File: src/rtl/proc_debug_pkg.sv
// Shared types and default parameter values for the processor debug controller.
package proc_debug_pkg;

    typedef enum logic [1:0] {
        ST_HALT = 2'd0,
        ST_RUN  = 2'd1,
        ST_STEP = 2'd2
    } dbg_state_e;

    localparam int DEF_DATA_W      = 32;
    localparam int DEF_TRACE_DEPTH = 16;
    localparam int DEF_NUM_BP      = 2;

endpackage

File: src/rtl/proc_debug_trace_fifo.sv
// First-word-fall-through trace FIFO with a sticky overflow flag.
// A push while full is dropped unless a pop happens in the same cycle;
// a pop while empty is ignored, even if a push arrives alongside it.
module trace_fifo #(
    parameter int  WIDTH = 64,
    parameter int  DEPTH = 16,
    localparam int AW    = $clog2(DEPTH)
) (
    input  logic             clk_i,
    input  logic             rst_i,
    input  logic             push_i,
    input  logic             pop_i,
    input  logic [WIDTH-1:0] data_i,
    output logic [WIDTH-1:0] data_o,
    output logic             valid_o,
    output logic             full_o,
    output logic [AW:0]      count_o,
    output logic             overflow_o
);

    logic [WIDTH-1:0] mem_q [DEPTH];
    logic [AW-1:0]    rd_ptr_q;
    logic [AW-1:0]    wr_ptr_q;
    logic [AW:0]      count_q;
    logic             overflow_q;
    logic             do_push;
    logic             do_pop;

    assign full_o     = (count_q == (AW+1)'(DEPTH));
    assign valid_o    = (count_q != '0);
    assign do_pop     = pop_i && valid_o;
    assign do_push    = push_i && (!full_o || do_pop);
    assign data_o     = mem_q[rd_ptr_q];
    assign count_o    = count_q;
    assign overflow_o = overflow_q;

    // Storage array: contents need no reset, the pointers define validity.
    always_ff @(posedge clk_i) begin
        if (do_push) begin
            mem_q[wr_ptr_q] <= data_i;
        end
    end

    // Pointers wrap naturally because DEPTH is a power of two.
    always_ff @(posedge clk_i or posedge rst_i) begin
        if (rst_i) begin
            rd_ptr_q   <= '0;
            wr_ptr_q   <= '0;
            count_q    <= '0;
            overflow_q <= 1'b0;
        end else begin
            if (do_push) wr_ptr_q <= wr_ptr_q + AW'(1);
            if (do_pop)  rd_ptr_q <= rd_ptr_q + AW'(1);
            case ({do_push, do_pop})
                2'b10:   count_q <= count_q + (AW+1)'(1);
                2'b01:   count_q <= count_q - (AW+1)'(1);
                default: count_q <= count_q;
            endcase
            if (push_i && !do_push) overflow_q <= 1'b1;
        end
    end

endmodule

File: src/rtl/proc_debug_ctrl.sv
// Processor debug controller: halt/run/single-step sequencing, PC
// breakpoints and an instruction trace buffer.
// Optional feature macro: PROC_DEBUG_BREAKPOINT_EN enables the breakpoint
// table; without it the bp_wr_* inputs are ignored and bp_hit stays 0.
//
// state   | meaning
// --------+----------------------------------------------------------
// ST_HALT | processor stalled, waiting for step_req or run_req
// ST_RUN  | free running until halt_req, run_req low or breakpoint
// ST_STEP | one cycle of execution, then back to ST_HALT
module proc_debug_ctrl
    import proc_debug_pkg::*;
#(
    parameter int  DATA_W      = DEF_DATA_W,
    parameter int  TRACE_DEPTH = DEF_TRACE_DEPTH,
    parameter int  NUM_BP      = DEF_NUM_BP,
    localparam int BP_IDX_W    = (NUM_BP > 1) ? $clog2(NUM_BP) : 1,
    localparam int CNT_W       = $clog2(TRACE_DEPTH) + 1
) (
    input  logic                CLOCK_50,
    input  logic                Reset,
    input  logic                run_req,
    input  logic                step_req,
    input  logic                halt_req,
    input  logic [DATA_W-1:0]   pc_in,
    input  logic [DATA_W-1:0]   instr_in,
    input  logic                bp_wr_en,
    input  logic [BP_IDX_W-1:0] bp_wr_idx,
    input  logic [DATA_W-1:0]   bp_wr_addr,
    input  logic                bp_wr_valid,
    output logic                cpu_run,
    output logic                halted,
    output logic                bp_hit,
    input  logic                trace_rd,
    output logic [2*DATA_W-1:0] trace_data,
    output logic                trace_valid,
    output logic                trace_full,
    output logic [CNT_W-1:0]    trace_count,
    output logic                trace_overflow
);

    dbg_state_e state_q;
    dbg_state_e state_d;
    logic       bp_stop;

`ifdef PROC_DEBUG_BREAKPOINT_EN
    logic [NUM_BP-1:0] bp_valid_q;
    logic [DATA_W-1:0] bp_addr_q [NUM_BP];
    logic              bp_match;
    logic              skip_q;

    // Breakpoint table; a write becomes visible to the comparators next cycle.
    always_ff @(posedge CLOCK_50 or posedge Reset) begin
        if (Reset) begin
            bp_valid_q <= '0;
            for (int i = 0; i < NUM_BP; i++) bp_addr_q[i] <= '0;
        end else if (bp_wr_en && (int'(bp_wr_idx) < NUM_BP)) begin
            bp_valid_q[bp_wr_idx] <= bp_wr_valid;
            bp_addr_q[bp_wr_idx]  <= bp_wr_addr;
        end
    end

    // Any valid slot equal to the current PC is a match.
    always_comb begin
        bp_match = 1'b0;
        for (int i = 0; i < NUM_BP; i++) begin
            if (bp_valid_q[i] && (bp_addr_q[i] == pc_in)) bp_match = 1'b1;
        end
    end

    // Skip flag marks the first RUN cycle so resuming from a breakpoint PC advances.
    always_ff @(posedge CLOCK_50 or posedge Reset) begin
        if (Reset) skip_q <= 1'b0;
        else       skip_q <= (state_q != ST_RUN) && (state_d == ST_RUN);
    end

    assign bp_stop = (state_q == ST_RUN) && bp_match && !skip_q;
`else
    logic unused_bp_wr;
    assign unused_bp_wr = ^{bp_wr_en, bp_wr_idx, bp_wr_addr, bp_wr_valid};
    assign bp_stop      = 1'b0;
`endif

    // State register.
    always_ff @(posedge CLOCK_50 or posedge Reset) begin
        if (Reset) state_q <= ST_HALT;
        else       state_q <= state_d;
    end

    // Next-state logic; halt_req outranks step_req, which outranks run_req.
    always_comb begin
        state_d = state_q;
        case (state_q)
            ST_HALT: begin
                if (halt_req)      state_d = ST_HALT;
                else if (step_req) state_d = ST_STEP;
                else if (run_req)  state_d = ST_RUN;
            end
            ST_RUN: begin
                if (halt_req || !run_req || bp_stop) state_d = ST_HALT;
            end
            ST_STEP: state_d = ST_HALT;
            default: state_d = ST_HALT;
        endcase
    end

    // Reset gates cpu_run directly so it drops in the same cycle it is asserted.
    assign cpu_run = !Reset &&
                     (((state_q == ST_RUN) && !bp_stop) || (state_q == ST_STEP));
    assign halted  = (state_q == ST_HALT);
    assign bp_hit  = bp_stop;

    trace_fifo #(
        .WIDTH (2*DATA_W),
        .DEPTH (TRACE_DEPTH)
    ) u_trace_fifo (
        .clk_i      (CLOCK_50),
        .rst_i      (Reset),
        .push_i     (cpu_run),
        .pop_i      (trace_rd),
        .data_i     ({pc_in, instr_in}),
        .data_o     (trace_data),
        .valid_o    (trace_valid),
        .full_o     (trace_full),
        .count_o    (trace_count),
        .overflow_o (trace_overflow)
    );

endmodule

File: config.mk
export PLATFORM = sky130hd
export DESIGN_NAME = proc_debug_ctrl
export DESIGN_NICKNAME = d
export VERILOG_FILES = /design/src/rtl/proc_debug_pkg.sv /design/src/rtl/proc_debug_trace_fifo.sv /design/src/rtl/proc_debug_ctrl.sv
export SDC_FILE = /design/constraint.sdc
export NUM_CORES = 1
export LEC_CHECK = 0
export CAP_MARGIN = 40
export CORE_MARGIN = 1.5
export CORE_UTILIZATION = 35
export CTS_CLUSTER_SIZE = 8
export DETAILED_ROUTE_END_ITERATION = 7
export REMOVE_ABC_BUFFERS = 1
export SLEW_MARGIN = 25
export SYNTH_ARGS = -nofsm -noshare
export SYNTH_HDL_FRONTEND = slang
export SYNTH_SLANG_ARGS = --single-unit
File: constraint.sdc
create_clock -name CLOCK_50 -period 8.8 [get_ports CLOCK_50]
set_input_delay 1.32 -clock CLOCK_50 [delete_from_list [all_inputs] [get_ports CLOCK_50]]
set_output_delay 1.32 -clock CLOCK_50 [all_outputs]
set_load 0.03 [all_outputs]
==> summary.md <==
| Metric | Value |
|---|---|
| Tot Pwr | 0.0158 W |
| Status | complete, no violations |
| WP buf/inv | 4 |
| Slowest stage cell, crit path | clkdlybuf4s50_1 |
| Relative slew slack | 33.2% |
| DP HPWL | 50100 um |
| Worst Hold Launch | u_trace_fifo.overflow_o |
| Post-route ant nets | 0 |
| Slew @ Worst Pin | 1000 ps |
| Post_cts resized | 0 |
| Warnings from Yosys | 0 |
| Setup crit start | u_trace_fifo.rd_ptr_q[2] |
| Global-route wire length before repair | 139000 um |
| GP Congestion | 0.713 |
| P_leak | 15.6 nW |
| Number of global-route vias before repair | 21100 |
| Final Hold Fails | 0 |
| Hold Path Depth | 1 |
| Die W | 342 um |
| RSZ-0062 raised after global routing | no |
| Clk sink count | 1040 |
| Clk root buf | clkbuf_16 |
| CTS Buf Count | 148 |
| CTS tree | yes |
| Reg clk slew, reported paths | 50 ps |
| Longest Clk Path Bufs | 3 |
| Ys flop type | edfxtp_1 |
| Initial antenna violation count | 14 |
| Die area | 0.117 mm2 |
| Sw frac | 32.4% |
| Critical path class | reg -> out |
| Pwr per Cell Area | 332 mW/mm2 |
| Fin area | 0.0477 mm2 |
| Global route overflow | 0 |
| Placed Cells | 3612 |
| Starting Density | 35.3% |
| Total Wirelength | 95800 um |
| Flop2flop setup slack | 4900 ps |
| Hold Path End | u_trace_fifo.overflow_o |
| Setup repair bufs after CTS | 0 |
| Sw Pwr | 0.00513 W |
| Seq/Total Area, Yosys | 77.4% |
| WL per Instance | 25.2 um |
| Share of layout cells above drive strength 1 | 18.7% |
| Core Box Area | 0.114 mm2 |
| Ys async rst share | 1.54% |
| DR iter-0 viols | 1558 |
| Row count | 124 |
| Final Critical Period | 6030 ps |
| Vias | 19900 |
| Req. time, crit path | 7480 ps |
| Max Cap Viol | 0 |
| Reg2reg end | u_trace_fifo.mem_q[8][22] |
| I/O Buffers | 143 |
| Worst-path cell chain | buf_6 -> nor2b_4 -> buf_4 -> buf_16 -> a221oi_1 -> a22oi_1 -> nand2_1 -> clkdlybuf4s50_1 |
| Number of flops mapped to enable cells by yosys | 1024 |
| Slowest stage delay, CP | 680 ps |
| CTS Hold Bufs | 0 |
| Mapped Area | 0.0403 mm2 |
| Avg Synthesized Cell Area | 20.0 um2 |
| I/O pin cnt | 180 |
| Top Family by Delay on Critical Path | buffers and inverters |
| Final period util | 68.5% |
| Max frequency | 0.166 GHz |
| Reg power frac | 36.8% |
| Crit path DAT | 4710 ps |
| Critical R2R Launch | state_q[0] |
| GRT Resource Usage Total | 16.3% |
| Largest net degree at the start of global routing | 148 |
| DRC viols | 0 |
| Avg Vias per Cell | 5.24 |
| Finish-stage setup viols | 0 |
| Placed Area | 0.0436 mm2 |
| Worst vdd ir | 0.293 mV |
| Clock Power Share | 31.6% |
| CP Max Fanout | 59 |
| Logic gate share of total power | 31.6% |
| Nets | 2370 |
| Worst reg2reg path depth | 8 |
| Clock latency at the later pin of the worst-skew pair | 730 ps |
| Non-filler cells, final | 3803 |
| CP startpoint kind | register |
| Die Ht | 342 um |
| TNS Setup | 0 ps |
| Clock Skew | 35.7 ps |
| Hold Crit Class | reg -> reg |
| Worst Setup End Kind | primary output |
| Cells after Synth | 2017 |
| Drt first pass iters | 5 |
| P_int | 0.0107 W |
| Yosys cell types | 38 |
| Final Slew Violations | 0 |
| H-tree level count | 4 |
| Yosys reg bits | 1040 |
| Layout area overhead | 18.6% |
[Yosys cell counts (5+ instances only)]
library cell,number,share of area [%]
nand2_1,75,0.70
o21ai_0,118,1.5
edfxtp_1,1024,76
a221oi_1,60,1.3
xnor2_1,7,0.15
inv_1,13,0.12
buf_4,8,0.15
mux2_1,12,0.34
a22oi_1,64,1.2
buf_6,31,0.87
a21oi_1,67,0.83
buf_2,12,0.15
ha_1,11,0.34
clkbuf_1,56,0.52
mux2_2,53,1.5
buf_1,5,0.047
mux2i_1,193,4.8
o21ai_1,15,0.19
nor2_1,16,0.15
mux4_2,128,7.2
dfrtp_1,16,0.99
[worst reg2reg max path, cell delays in order (launching register included)]
cell	delay, ps
dfrtp_1	370
inv_1	60
ha_1	260
nor2b_1	250
o21a_1	390
nand2_1	320
nor2_4	570
buf_4	580
buf_4	660
[final cells by class]
cell class              count  area (um2)
flip-flops and latches   1040       31200
multi-input cells         852        8490
fillers                  9958       66400
repair buffers            198        2090
inverters                  13        48.8
well taps                1512        1890
diodes                      2        5.00
clock buffers             171        3810
clock inverters            15         233
[routing by layer]
layer / wire length (um) / share of wire, % / track usage [%]
met1: 40600 / 42 / 21.1
met4: 2160 / 2.3 / 5.19
met2: 47300 / 49 / 27.0
met3: 5480 / 5.7 / 4.08
met5: 149 / 0.16 / 0
[logic make-up after synthesis]
| group | after synthesis | synth area share, % |
|---|---|---|
| buf+inv | 125 | 1.86 |
| mux | 386 | 13.8 |
| flops | 1040 | 77.4 |
| simple gates | 110 | 1.15 |
| xor+xnor | 10 | 0.218 |
| fa+ha+maj | 12 | 0.392 |
| other cells | 1 | 0.00931 |
| compound gates | 333 | 5.23 |
[per-stage QoR]
step | util [%] | worst slack [ps] | hold slack (ps)
floorplan | - | -6370 | 511
global placement | 38.0 | 3040 | 445
detailed placement | 38.2 | 3550 | 452
CTS | 41.7 | 2750 | 469
global route | 41.8 | 2650 | 492
finish | 41.8 | 2770 | 460
[worst max-delay path by stage]
| stage | endpoint | slack (ps) | depth (start not counted) |
|---|---|---|---|
| floorplan | trace_data[0] | -6370 | 5 |
| global placement | trace_data[25] | 3040 | 7 |
| detailed placement | trace_data[25] | 3550 | 8 |
| CTS | trace_data[25] | 2750 | 8 |
| global route | trace_data[35] | 2650 | 8 |
| finish | trace_data[25] | 2770 | 8 |
[registers in the layout (all words and copies together), names as in the netlist]
signal                   count
u_trace_fifo.mem_q        1024
u_trace_fifo.count_o         5
u_trace_fifo.rd_ptr_q        4
u_trace_fifo.wr_ptr_q        4
state_q                      2
u_trace_fifo.overflow_o      1
[cell usage in the layout, fill, tap and decap left out, drive strengths merged, types with 3 or more instances in the layout]
cell type / instances
a21oi: 67
a221oi: 64
a22oi: 64
buf: 55
clkbuf: 171
clkdlybuf4s50: 143
clkinv: 7
dfrtp: 16
edfxtp: 1024
ha: 11
inv: 21
mux2: 65
mux2i: 193
mux4: 128
nand2: 75
nand2b: 4
nor2: 16
nor2b: 3
nor3: 4
o21ai: 133
xnor2: 7
xor2: 3
[power groups by stage]
stage / combinational [W] / clock [W] / sequential [W]
6_report: 0.00501 / 0.00500 / 0.00582
3_5_place_dp: 0.00507 / 0 / 0.00591
4_1_cts: 0.00509 / 0.00512 / 0.00582
5_1_grt: 0.00537 / 0.00531 / 0.00583
2_1_floorplan: 0.00334 / 0 / 0.00620
3_3_place_gp: 0.00491 / 0 / 0.00594
(Power assumes the default switching activity.)
